--- src/rtl/exec_unit.sv ---
// exec_unit: multi-cycle execution unit responding to the control unit's
// execute-phase request. Captures op/a/b on start, runs single-cycle
// logic/arithmetic ops or iterative shift (1 bit/cycle), Booth radix-2 signed
// multiply and restoring unsigned divide, then pulses ex for one cycle.
//
// Optional feature macro: EXEC_UNIT_MULDIV_EN
//   defined   -> MUL (op 8) and DIV (op 9) datapaths are built
//   undefined -> ops 8 and 9 complete as illegal ops (L = 1, results 0, err = 1)
//
// Ports:
//   clk     in  clock, rising edge
//   rst     in  synchronous active-high reset
//   start   in  execute request (level, held until ex is seen)
//   op      in  operation code, sampled with start
//   a, b    in  operands, sampled with start
//   res_lo  out primary result
//   res_hi  out product high half / remainder, 0 otherwise
//   flags   out {V,C,N,Z}
//   ex      out one-cycle done pulse
//   busy    out high while iterating
//   err     out illegal op / divide by zero, held until the next ex
module exec_unit #(
    parameter int unsigned W  = 16,
    parameter int unsigned SW = $clog2(W)
) (
    input  logic         clk,
    input  logic         rst,
    input  logic         start,
    input  logic [3:0]   op,
    input  logic [W-1:0] a,
    input  logic [W-1:0] b,
    output logic [W-1:0] res_lo,
    output logic [W-1:0] res_hi,
    output logic [3:0]   flags,
    output logic         ex,
    output logic         busy,
    output logic         err
);

    localparam int unsigned CW = SW + 1;  // holds counts up to W

    localparam logic [3:0] OpAdd = 4'd0;
    localparam logic [3:0] OpSub = 4'd1;
    localparam logic [3:0] OpAnd = 4'd2;
    localparam logic [3:0] OpOr  = 4'd3;
    localparam logic [3:0] OpXor = 4'd4;
    localparam logic [3:0] OpNot = 4'd5;
    localparam logic [3:0] OpShl = 4'd6;
    localparam logic [3:0] OpShr = 4'd7;
    localparam logic [3:0] OpMul = 4'd8;
    localparam logic [3:0] OpDiv = 4'd9;
    localparam logic [3:0] OpCmp = 4'd10;

    typedef enum logic [1:0] {StIdle, StBusy, StRel} state_e;

    function automatic logic op_legal(input logic [3:0] o);
`ifdef EXEC_UNIT_MULDIV_EN
        return o <= OpCmp;
`else
        return (o <= OpCmp) && (o != OpMul) && (o != OpDiv);
`endif
    endfunction

    state_e         state_q;
    logic [3:0]     op_q;
    logic [W-1:0]   a_q;
    logic [W-1:0]   b_q;
    logic [W-1:0]   lo_q;    // shift data / Booth multiplier / dividend-quotient
    logic           sc_q;    // last bit shifted out
    logic [CW-1:0]  cnt_q;   // remaining iterations

`ifdef EXEC_UNIT_MULDIV_EN
    logic [W:0]     acc_q;   // Booth accumulator / divider remainder
    logic           qm1_q;   // Booth q[-1]
    logic [W:0]     step_acc;
    logic           step_qm1;
    logic [W:0]     m_ext;
    logic [W:0]     booth_sum;
    logic [W:0]     div_r;
    logic [W+1:0]   div_diff;
`endif

    logic [W-1:0]   step_lo;
    logic           step_sc;
    logic [CW-1:0]  load_cnt;

    logic [W:0]     sum;
    logic [W:0]     diff;
    logic           add_v;
    logic           sub_v;
    logic [W-1:0]   fin_lo;
    logic [W-1:0]   fin_hi;
    logic [W-1:0]   flag_src;
    logic           fin_v;
    logic           fin_c;
    logic           fin_n;
    logic           fin_z;
    logic           fin_err;
    logic           illegal;
    logic [3:0]     fin_flags;

    // Iteration count loaded at capture; zero means finish on the next edge.
    always_comb begin
        load_cnt = '0;
        if (op_legal(op)) begin
            if (op == OpShl || op == OpShr) begin
                load_cnt = {1'b0, b[SW-1:0]};
            end else if (op == OpMul || (op == OpDiv && b != '0)) begin
                load_cnt = CW'(W);
            end
        end
    end

    // One iteration of the active multi-cycle op.
    always_comb begin
        step_lo = lo_q;
        step_sc = sc_q;
`ifdef EXEC_UNIT_MULDIV_EN
        step_acc  = acc_q;
        step_qm1  = qm1_q;
        m_ext     = {a_q[W-1], a_q};
        booth_sum = acc_q;
        div_r     = {acc_q[W-1:0], lo_q[W-1]};
        div_diff  = {1'b0, div_r} - {2'b00, b_q};
`endif
        case (op_q)
            OpShl: begin
                step_sc = lo_q[W-1];
                step_lo = {lo_q[W-2:0], 1'b0};
            end
            OpShr: begin
                step_sc = lo_q[0];
                step_lo = {1'b0, lo_q[W-1:1]};
            end
`ifdef EXEC_UNIT_MULDIV_EN
            OpMul: begin
                case ({lo_q[0], qm1_q})
                    2'b01:   booth_sum = acc_q + m_ext;
                    2'b10:   booth_sum = acc_q - m_ext;
                    default: booth_sum = acc_q;
                endcase
                // Arithmetic right shift of {acc, q, q-1}.
                step_acc = {booth_sum[W], booth_sum[W:1]};
                step_lo  = {booth_sum[0], lo_q[W-1:1]};
                step_qm1 = lo_q[0];
            end
            OpDiv: begin
                if (!div_diff[W+1]) begin
                    step_acc = div_diff[W:0];
                    step_lo  = {lo_q[W-2:0], 1'b1};
                end else begin
                    step_acc = div_r;
                    step_lo  = {lo_q[W-2:0], 1'b0};
                end
            end
`endif
            default: ;
        endcase
    end

    // Final results written at completion.
    always_comb begin
        sum      = {1'b0, a_q} + {1'b0, b_q};
        diff     = {1'b0, a_q} - {1'b0, b_q};
        add_v    = (a_q[W-1] == b_q[W-1]) && (sum[W-1] != a_q[W-1]);
        sub_v    = (a_q[W-1] != b_q[W-1]) && (diff[W-1] != a_q[W-1]);
        fin_lo   = '0;
        fin_hi   = '0;
        fin_v    = 1'b0;
        fin_c    = 1'b0;
        fin_err  = 1'b0;
        illegal  = !op_legal(op_q);
        case (op_q)
            OpAdd: begin
                fin_lo = sum[W-1:0];
                fin_c  = sum[W];
                fin_v  = add_v;
            end
            OpSub: begin
                fin_lo = diff[W-1:0];
                fin_c  = diff[W];
                fin_v  = sub_v;
            end
            OpAnd: fin_lo = a_q & b_q;
            OpOr:  fin_lo = a_q | b_q;
            OpXor: fin_lo = a_q ^ b_q;
            OpNot: fin_lo = ~a_q;
            OpShl, OpShr: begin
                fin_lo = lo_q;
                fin_c  = sc_q;
            end
`ifdef EXEC_UNIT_MULDIV_EN
            OpMul: begin
                fin_lo = lo_q;
                fin_hi = acc_q[W-1:0];
            end
            OpDiv: begin
                if (b_q == '0) begin
                    fin_lo  = '1;
                    fin_hi  = a_q;
                    fin_err = 1'b1;
                end else begin
                    fin_lo = lo_q;
                    fin_hi = acc_q[W-1:0];
                end
            end
`endif
            OpCmp: begin
                // Results untouched, only flags reflect a - b.
                fin_lo = res_lo;
                fin_hi = res_hi;
                fin_c  = diff[W];
                fin_v  = sub_v;
            end
            default: fin_err = 1'b1;
        endcase
        flag_src = (op_q == OpCmp) ? diff[W-1:0] : fin_lo;
        fin_n    = (op_q == OpMul) ? fin_hi[W-1] : flag_src[W-1];
        fin_z    = (op_q == OpMul) ? ({fin_hi, fin_lo} == '0) : (flag_src == '0);
        fin_flags = illegal ? 4'b0000 : {fin_v, fin_c, fin_n, fin_z};
    end

    always_ff @(posedge clk) begin
        if (rst) begin
            state_q <= StIdle;
            res_lo  <= '0;
            res_hi  <= '0;
            flags   <= '0;
            ex      <= 1'b0;
            busy    <= 1'b0;
            err     <= 1'b0;
            op_q    <= '0;
            a_q     <= '0;
            b_q     <= '0;
            lo_q    <= '0;
            sc_q    <= 1'b0;
            cnt_q   <= '0;
`ifdef EXEC_UNIT_MULDIV_EN
            acc_q   <= '0;
            qm1_q   <= 1'b0;
`endif
        end else begin
            ex <= 1'b0;
            case (state_q)
                StIdle: begin
                    if (start) begin
                        op_q    <= op;
                        a_q     <= a;
                        b_q     <= b;
                        lo_q    <= (op == OpMul) ? b : a;
                        sc_q    <= 1'b0;
                        cnt_q   <= load_cnt;
`ifdef EXEC_UNIT_MULDIV_EN
                        acc_q   <= '0;
                        qm1_q   <= 1'b0;
`endif
                        busy    <= 1'b1;
                        state_q <= StBusy;
                    end
                end
                StBusy: begin
                    if (!start) begin
                        // Abort: drop the iteration, keep visible results.
                        busy    <= 1'b0;
                        state_q <= StIdle;
                    end else if (cnt_q != '0) begin
                        cnt_q <= cnt_q - CW'(1);
                        lo_q  <= step_lo;
                        sc_q  <= step_sc;
`ifdef EXEC_UNIT_MULDIV_EN
                        acc_q <= step_acc;
                        qm1_q <= step_qm1;
`endif
                    end else begin
                        res_lo  <= fin_lo;
                        res_hi  <= fin_hi;
                        flags   <= fin_flags;
                        err     <= fin_err;
                        ex      <= 1'b1;
                        busy    <= 1'b0;
                        state_q <= StRel;
                    end
                end
                StRel: begin
                    if (!start) begin
                        state_q <= StIdle;
                    end
                end
                default: state_q <= StIdle;
            endcase
        end
    end

endmodule

--- config.mk ---
export PLATFORM = sky130hd
export DESIGN_NAME = exec_unit
export DESIGN_NICKNAME = d
export VERILOG_FILES = /design/src/rtl/exec_unit.sv
export SDC_FILE = /design/constraint.sdc
export NUM_CORES = 1
export LEC_CHECK = 0
export BUFFER_PORTS_ARGS = -buffer_cell sky130_fd_sc_hd__buf_4
export CAP_MARGIN = 40
export CELL_PAD_IN_SITES_DETAIL_PLACEMENT = 0
export CELL_PAD_IN_SITES_GLOBAL_PLACEMENT = 1
export CORE_ASPECT_RATIO = 0.6
export CORE_MARGIN = 2
export CORE_UTILIZATION = 40
export CTS_BUF_LIST = sky130_fd_sc_hd__clkbuf_2 sky130_fd_sc_hd__clkbuf_4 sky130_fd_sc_hd__clkbuf_8
export CTS_CLUSTER_SIZE = 12
export DETAILED_ROUTE_END_ITERATION = 12
export PLACE_DENSITY = 0.76
export SLEW_MARGIN = 10
export SYNTH_ARGS = -nofsm -noshare
export SYNTH_HDL_FRONTEND = slang
export SYNTH_SLANG_ARGS = --single-unit
--- constraint.sdc ---
create_clock -name clk -period 3.84 [get_ports clk]
set_input_delay 0.384 -clock clk [delete_from_list [all_inputs] [get_ports clk]]
set_output_delay 0.384 -clock clk [all_outputs]
set_load 0.02 [all_outputs]
After elaboration in Yosys (flattened, before gate mapping)
Cells that the tools add are included.

storage, ports and cells
  register bits = 99
  output and inout bits = 39

cells by class
  add/subtract/negate cells = 3
  order comparisons = 2
  eq/ne operators = 29
  multiplexer cells = 37
  bitwise operators = 7
  reductions and logical operators = 26

operators with widths
  operator                                                                number
  16-bit case mux with 8 select lines                                     1
  16-bit 2-to-1 mux                                                       6
  16-bit case mux with 2 select lines                                     2
  32-bit logical NOT                                                      1
  5-bit 2-to-1 mux                                                        6
  4-bit by 3-bit equality test with 1-bit output (second input constant)  6
  16-bit by 16-bit adder with 17-bit output                               1
  16-bit by 16-bit subtractor with 17-bit output                          1
  16-bit bitwise AND                                                      1
  4-bit equality test (second input constant)                             4
  16-bit logical NOT                                                      1
  4-bit inequality test (second input constant)                           4
  16-bit inverter                                                         1
  16-bit OR                                                               1
  16-bit nonzero test                                                     1
  16-bit bitwise XOR                                                      1
  1-bit 2-to-1 mux                                                        10
  5-bit case mux with 2 select lines                                      1
  3-bit AND reduction                                                     3
  9-bit OR reduction                                                      1
  4-bit by 2-bit equality test with 1-bit output (second input constant)  2
  4-bit less-or-equal comparator (second input constant)                  2
  2-bit 2-to-1 mux                                                        4
  2-bit inequality test (second input constant)                           4
  24 further kinds                                                        39

Logic depth before layout (Yosys ltp)
Gate-level depths: netlist of run 1.

  depth after elaboration = 8
  gate-level depth with buffers = 13
  depth with buffers taken out = 13

Worst setup path after synthesis of run 1
Ideal clock, no wire load.

  path kind = register to register
  from = register a_q[0]
  to = register flags[0]
  arrival = 2,805 ps
  required time = 3,782 ps
  setup slack = 977 ps
  cell stages (with the launch flop) = 13
  buffers on the path = 0
  cells stage by stage = dfxtp_1 -> ha_1 -> inv_1 -> fa_1 -> nor2b_1 -> o221a_2 -> nor2_1 -> a22o_1 -> or4_1 -> nor4_1 -> nand4_1 -> nor4_1 -> o22a_1

on the way
  word-level cells in the longest chain between the ends = 6

RTL lines
  item                                                                          line  source
  from (decl)                                                                   66    logic [W-1:0] a_q;
  from (signal assigned)                                                        233   a_q <= '0;
  from (signal assigned)                                                        248   a_q <= a;
  16-bit by 16-bit subtractor with 17-bit output, or another cell as far along  164   diff = {1'b0, a_q} - {1'b0, b_q};
  16-bit case mux with 8 select lines                                           173   case (op_q)
  16-bit 2-to-1 mux                                                             217   flag_src = (op_q == OpCmp) ? diff[W-1:0] : fin_lo;
  16-bit logical NOT                                                            219   fin_z = (op_q == OpMul) ? ({fin_hi, fin_lo} == '0) : (flag_src == '0);
  1-bit 2-to-1 mux *                                                            219
  4-bit 2-to-1 mux *                                                            220   fin_flags = illegal ? 4'b0000 : {fin_v, fin_c, fin_n, fin_z};
  to (signal assigned)                                                          277   flags <= fin_flags;
  to (decl)                                                                     34    output logic [3:0] flags,

Mark *: on every way between the ends. The rest lies on a longest branch, timed or not.
A chain may end at the register's enable or synchronous reset.

Final worst setup path of run 1
  from = register a_q[6]
  to = register flags[0]

Same word-level chain as after synthesis.

==> flow_summary_export.csv, run 1 <==
group,metric,value,unit
placed_design,place.gp.congestion,1.03,
synthesis,syn_nets,1081,
power_and_ir_drop,leakage,3.44,nW
grt,grt_use_total,28.1,%
synthesis,synth_cell_types,70,
synthesis,synth.yosys.warnings,0,
status,status,"finished clean",
cts,cts_buffers,9,
routing,drt_iter0_drc,870,
power_and_ir_drop,p_per_area,345,nW/um^2
cells_and_area,drive_above_1_share,15.4,%
routing,first_pass_iters,5,
floorplan,die_h,109,um
critical_path,crit_type,"register to register",
routing,finalWirelength,27.4,mm
floorplan,fp.dieArea,19700,um^2
critical_path,crit-reg2reg-launch,"a_q[6]$_SDFFE_PP0P_",
cts,cts_root_buffer,"clkbuf_8",
grt,gr-total-overflow,0,
critical_path,cp_data_required_time,4.19,ns
hold_path,holdPathEnd,"a_q[4]$_SDFFE_PP0P_",
grt,antenna_found_initial,0,
sta,period_share,92.2,%
sta,rsz0062_at_grt,"false",
cells_and_area,final_area,8570,um^2
run,cap_viol_max_count,0,
sta,hold_viol_final,0,
synthesis,netlist_top_cells_area,"dfxtp_1 27%, ha_1 8.6%, a21oi_1 7.0%",
placed_design,hpwlAfterDp,21.3,mm
routing,vias,7833,
floorplan,die_w,180,um
critical_path,reg2reg_depth,11,
cells_and_area,area_growth,15.7,%
synthesis,synth_async_sr_flop_share,0,%
cts,path_clk_slew,0.12,ns
synthesis,seq_area_frac_synth,26.8,%
placed_design,placed_area,8370,um^2
cells_and_area,diodes,0,
floorplan,io_pins,78,
hold_path,hp-start,"a[4]",
sta,max_freq,0.282,GHz
power_and_ir_drop,vdd_drop_max,0.000349,V
grt,grt_pass1_wl,42.6,mm
synthesis,synth_top_cell_by_area,"dfxtp_1",
cts,clock_path_buffers,2,
sta,finalMaxSlewViolations,0,
sta,worstMarginPinSlew,0.813,ns
critical_path,r2r_slack,0.30,ns
hold_path,holdCritPathClass,"primary input to register",
cts,insertion_delay,0.40,ns
cells_and_area,num-fill-cells,1861,
cts,cts.sinks,99,
cts,postCtsSetupBuffers,0,
sta,fin_worst_skew,0.0263,ns
critical_path,crit_fanout,7,
routing,drc,0,
routing,wire_per_inst,21.1,um
synthesis,syn_area,7410,um^2
sta,slew_headroom,45.8,%
floorplan,coreArea,18100,um^2
cts,cts_tree,"built",
routing,routed_via_density,6.03,
synthesis,netlist.area_leader.share,26.8,%
grt,grt_max_degree,72,
critical_path,rr_endpoint,"flags[0]$_SDFFE_PP0P_",
routing,drtAntennaViolNets,0,
critical_path,crit_arrival,3.89,ns
synthesis,synth_edf_count,0,
synthesis,ys_dominant_reg_cell,"dfxtp_1",
cells_and_area,nNetsFinal,1147,
synthesis,syn_area_per_cell,7.49,um^2
grt,grt_pass1_vias,7277,
critical_path,crit_path_start_kind,"register",
cts,htreeDepth,3,
placed_design,portBuffers,77,
sta,finalSetupTns,0,ns
floorplan,num_rows,38,
hold_path,hold_path_depth,3,
floorplan,initial_core_util,40.9,%
critical_path,critPathCaptureType,"register",
synthesis,ys_seq_elements,99,
synthesis,synthCells,989,
sta,setup_violations,0,
sta,post-route-min-period,3.54,ns
cells in the mapped netlist, drive strengths merged, types with 4 or more instances:
master,instances
a2111oi,4
a211oi,58
a21o,7
a21oi,103
a221oi,4
a222oi,4
a22o,5
a22oi,8
a31oi,4
and2,34
and3,4
buf,15
clkbuf,54
dfxtp,99
ha,51
inv,55
mux2,5
mux2i,30
nand2,108
nand2b,15
nand3,17
nand4,8
nor2,89
nor2b,15
nor3,30
nor3b,8
nor4,7
o211ai,7
o21a,7
o21ai,31
o21bai,4
o221a,4
o221ai,6
o22ai,12
o311ai,4
o31ai,4
or2,4
or3,9
or4,4
xnor2,10
logic make-up (layout without fill, tap and decap cells):
group | after synthesis | in the layout | share of synthesized area [%]
fa+ha+maj | 53 | 53 | 9.16
xor+xnor | 12 | 12 | 1.42
compound gates | 310 | 310 | 28.2
mux | 35 | 35 | 4.81
simple gates | 356 | 356 | 23.0
buf+inv | 124 | 195 | 6.67
flops | 99 | 99 | 26.8
critical path, stage by stage, from the launching register on:
cell	delay [ns]
dfxtp_1	0.42
inv_1	0.06
ha_1	0.41
o21a_1	0.16
o21ai_0	0.62
a2bb2oi_1	0.32
a31oi_1	0.32
xnor2_1	0.10
a221oi_1	0.39
nand4_1	0.20
nor4_1	0.29
o22a_1	0.18
cell type report:
| class | instances | area (um^2) | share of cell area [%] |
|---|---|---|---|
| Sequential cell | 99 | 1980 | 23.1 |
| Clock buffer | 9 | 124 | 1.45 |
| Multi-Input combinational cell | 766 | 4950 | 57.8 |
| Clock inverter | 7 | 71.3 | 0.832 |
| Timing Repair Buffer | 124 | 928 | 10.8 |
| Inverter | 55 | 206 | 2.41 |
| Tap cell | 240 | 300 | 3.51 |
worst max-delay path by stage:
stage,from,endpoint,slack (ns),cells past startpoint
global route,a_q[1]$_SDFFE_PP0P_,flags[0]$_SDFFE_PP0P_,0.04,11
finish,a_q[6]$_SDFFE_PP0P_,flags[0]$_SDFFE_PP0P_,0.30,11
CTS,a_q[1]$_SDFFE_PP0P_,flags[0]$_SDFFE_PP0P_,0.41,11
detailed placement,a_q[1]$_SDFFE_PP0P_,flags[0]$_SDFFE_PP0P_,0.45,11
global placement,op_q[3]$_SDFFE_PP0P_,flags[0]$_SDFFE_PP0P_,0.44,9
floorplan,a_q[0]$_SDFFE_PP0P_,flags[0]$_SDFFE_PP0P_,0.98,12
cell usage in the layout (no fill, tap or decap), drive strengths merged, types with 8 or more instances in the layout:
cell type / instances
and2: 34
a211oi: 58
nor2b: 15
buf: 124
nor3: 30
nand2: 108
dfxtp: 99
nand2b: 15
or3: 9
nand3: 17
o22ai: 12
a21oi: 103
a22oi: 8
nand4: 8
xnor2: 10
nor2: 89
mux2i: 30
inv: 58
ha: 51
o21ai: 31
clkbuf: 9
nor3b: 8
report_power, final:
group | switching, mW | internal, mW | total, mW
Combinational | 0.687 | 0.414 | 1.10
Clock | 0.434 | 0.254 | 0.688
Sequential | 0.0781 | 1.09 | 1.16
Total | 1.20 | 1.75 | 2.95
sequential cells by signal (all words and copies together) (netlist names), 2 cells and up:
register and cells:
res_hi 16, b_q 16, lo_q 16, res_lo 16
cnt_q 5, flags 4, a_q 16, op_q 4
state_q 2
through the flow:
step	setup WS [ns]	hold WS [ns]	power [mW]	instances	util, %
after floorplan	0.977	0.453	1.86	989	-
after detailed placement	0.454	0.446	2.24	1284	46.2
after CTS	0.408	0.189	2.95	1300	47.3
after global placement	0.442	0.444	2.25	1283	46.2
after global routing	0.0377	0.211	3.11	1300	47.3
final	0.300	0.225	2.95	1300	47.3
repair_timing:
action	4_1_cts	5_1_grt
hold buffers	0	0
resized for setup	0	1
endpoints found under the setup margin	0	1
per-layer routing:
metal / routed length, um / GRT usage [%] / share of wire (%)
met3: 3380 / 9.74 / 12
met4: 352 / 4.99 / 1.3
met1: 13200 / 40.7 / 48
met5: 0 / 0 / 0
met2: 10500 / 40.2 / 38
Note: power is estimated with default switching activity, not from simulation.
==> run 2, diff against run 1 <==
--- a/config.mk
+++ b/config.mk
@@ -16,6 +16,7 @@
 export CTS_CLUSTER_SIZE = 12
 export DETAILED_ROUTE_END_ITERATION = 12
 export PLACE_DENSITY = 0.76
+export REMOVE_ABC_BUFFERS = 1
 export SLEW_MARGIN = 10
 export SYNTH_ARGS = -nofsm -noshare
 export SYNTH_HDL_FRONTEND = slang
==> flow_summary_export.csv, run 2 (same netlist as run 1, synthesis figures left out) <==
group,metric,value,unit
floorplan,die_w,180,um
critical_path,crit_type,"register to register",
sta,max_freq,0.270,GHz
cells_and_area,num-fill-cells,1836,
critical_path,crit_path_start_kind,"register",
sta,worstMarginPinSlew,0.830,ns
placed_design,place_ws,0.387,ns
sta,slew_headroom,44.7,%
grt,met3_usage,8.88,%
routing,drtAntennaViolNets,0,
routing,drc,0,
grt,gr-total-overflow,0,
routing,wire_per_inst,21.5,um
critical_path,crit_arrival,4.07,ns
floorplan,io_pins,78,
placed_design,portBuffers,77,
power_and_ir_drop,swShare,39.7,%
cts,cts_root_buffer,"clkbuf_8",
power_and_ir_drop,clkPwrFrac,24.6,%
hold_path,holdPathEnd,"a_q[12]$_SDFFE_PP0P_",
cts,htreeDepth,3,
run,cap_viol_max_count,0,
critical_path,crit-reg2reg-launch,"op_q[2]$_SDFFE_PP0P_",
routing,routed_via_density,5.99,
sta,rsz0062_at_grt,"false",
hold_path,hp-start,"a[12]",
sta,fin_worst_skew,0.0176,ns
floorplan,die_h,109,um
critical_path,reg2reg_depth,11,
sta,period_share,96.4,%
placed_design,place.gp.congestion,0.980,
cts,insertion_delay,0.41,ns
grt,use_met1,43.1,%
cells_and_area,drive_above_1_share,14.5,%
floorplan,coreArea,18100,um^2
cells_and_area,area_growth,14.6,%
sta,post-route-min-period,3.70,ns
cells_and_area,final_common_cell,"buf_4",
floorplan,fp.dieArea,19700,um^2
routing,first_pass_iters,6,
cts,cts_resized,0,
critical_path,critPathCaptureType,"register",
critical_path,cp_data_required_time,4.21,ns
cells_and_area,nNetsFinal,1136,
power_and_ir_drop,vdd_drop_max,0.000210,V
sta,fin_ws,0.137,ns
grt,grt_pass1_wl,42.8,mm
sta,hold_viol_final,0,
sta,finalSetupTns,0,ns
cts,cts_hold_buffers,0,
grt,grt_busiest_layer,"met1",
routing,vias,7725,
routing,drt_iter0_drc,834,
critical_path,startpoint,"op_q[2]$_SDFFE_PP0P_",
grt,grt_use_total,28.5,%
power_and_ir_drop,comb_power_share,36.3,%
sta,setup_violations,0,
cts,path_clk_slew,0.11,ns
cts,clock_path_buffers,2,
cells_and_area,diodes,0,
power_and_ir_drop,leakage,3.38,nW
cts,cts.sinks,99,
floorplan,num_rows,38,
critical_path,rr_endpoint,"flags[0]$_SDFFE_PP0P_",
routing,finalWirelength,27.8,mm
power_and_ir_drop,p_int,1.80,mW
floorplan,initial_core_util,40.9,%
cells_and_area,layout_common_cells,"112 x buf_4, 108 x nand2_1, 103 x a21oi_1, 99 x dfxtp_1, 87 x nor2_1",
cts,cts_buffers,9,
status,status,"finished clean",
cts,postCtsSetupBuffers,0,
grt,antenna_found_initial,0,
hold_path,hold_path_depth,3,
cts,cts_tree,"built",
power_and_ir_drop,seqPwrFrac,39.0,%
grt,grt_pass1_vias,7097,
power_and_ir_drop,power_switching,1.19,mW
grt,met2_usage,38.9,%
critical_path,r2r_slack,0.14,ns
critical_path,crit_fanout,16,
hold_path,holdCritPathClass,"primary input to register",
placed_design,hpwlAfterDp,21.2,mm
grt,grt_max_degree,58,
sta,finalMaxSlewViolations,0,
power_and_ir_drop,p_per_area,351,nW/um^2
## run 2: cell count changes in the layout (fill, tap and decap cells not counted), sizes merged
cell / change
buf: -11
clkinv: -4
clkbuf: +1
clkinvlp: +2
bufinv: +1
## run 2: layer usage
layer / share of wire (%) / vias to the layer above
met4: 1.3 / 0
met1: 51 / 3656
li1: - / 3684
met2: 38 / 353
met5: 0 / -
met3: 11 / 32
## run 2: per-stage QoR
step / hold WS [ns] / instances / utilization [%] / total power, mW / instance area [um^2]
3_5_place_dp: 0.446 / 1273 / 45.8 / 2.22 / 8290
4_1_cts: 0.193 / 1289 / 46.9 / 2.97 / 8490
3_3_place_gp: 0.444 / 1271 / 45.7 / 2.24 / 8280
6_report: 0.205 / 1289 / 46.9 / 2.98 / 8490
5_1_grt: 0.207 / 1289 / 46.9 / 3.14 / 8490
2_1_floorplan: 0.447 / 920 / - / 1.83 / 7120
## run 2: worst max-delay path by stage
| stage | cells after the start | endpoint | slack [ns] |
|---|---|---|---|
| after detailed placement | 10 | flags[0]$_SDFFE_PP0P_ | 0.39 |
| after global routing | 11 | flags[0]$_SDFFE_PP0P_ | 0.09 |
| after global placement | 10 | flags[0]$_SDFFE_PP0P_ | 0.48 |
| final | 11 | flags[0]$_SDFFE_PP0P_ | 0.14 |
| after floorplan | 5 | lo_q[0]$_SDFFE_PP0P_ | 0.22 |
| after CTS | 10 | flags[0]$_SDFFE_PP0P_ | 0.33 |
## run 2: area by class of cell
type / instances / area, um^2 / area share (%)
Multi-Input combinational cell: 766 / 4950 / 58.3
Sequential cell: 99 / 1980 / 23.3
Tap cell: 240 / 300 / 3.54
Timing Repair Buffer: 113 / 846 / 9.96
Clock buffer: 10 / 131 / 1.55
Inverter: 55 / 206 / 2.43
Clock inverter: 6 / 71.3 / 0.840
## run 2: worst max-delay path, stage by stage (launching register included)
cell and delay (ns):
dfxtp_1 0.46, buf_4 0.27, nand2b_1 0.32, o22ai_1 0.18
a222oi_1 0.57, o2111ai_1 0.25, or4_1 0.49, nor4_1 0.34
buf_4 0.18, nand4_1 0.11, nor4_1 0.30, o22a_1 0.18
## run 2: power by group through the flow
stage / Clock (mW) / Sequential [mW] / Combinational, mW
after floorplan: 0 / 1.18 / 0.646
after global placement: 0 / 1.18 / 1.06
after detailed placement: 0 / 1.19 / 1.04
after CTS: 0.758 / 1.16 / 1.05
after global routing: 0.789 / 1.17 / 1.18
final: 0.736 / 1.16 / 1.08
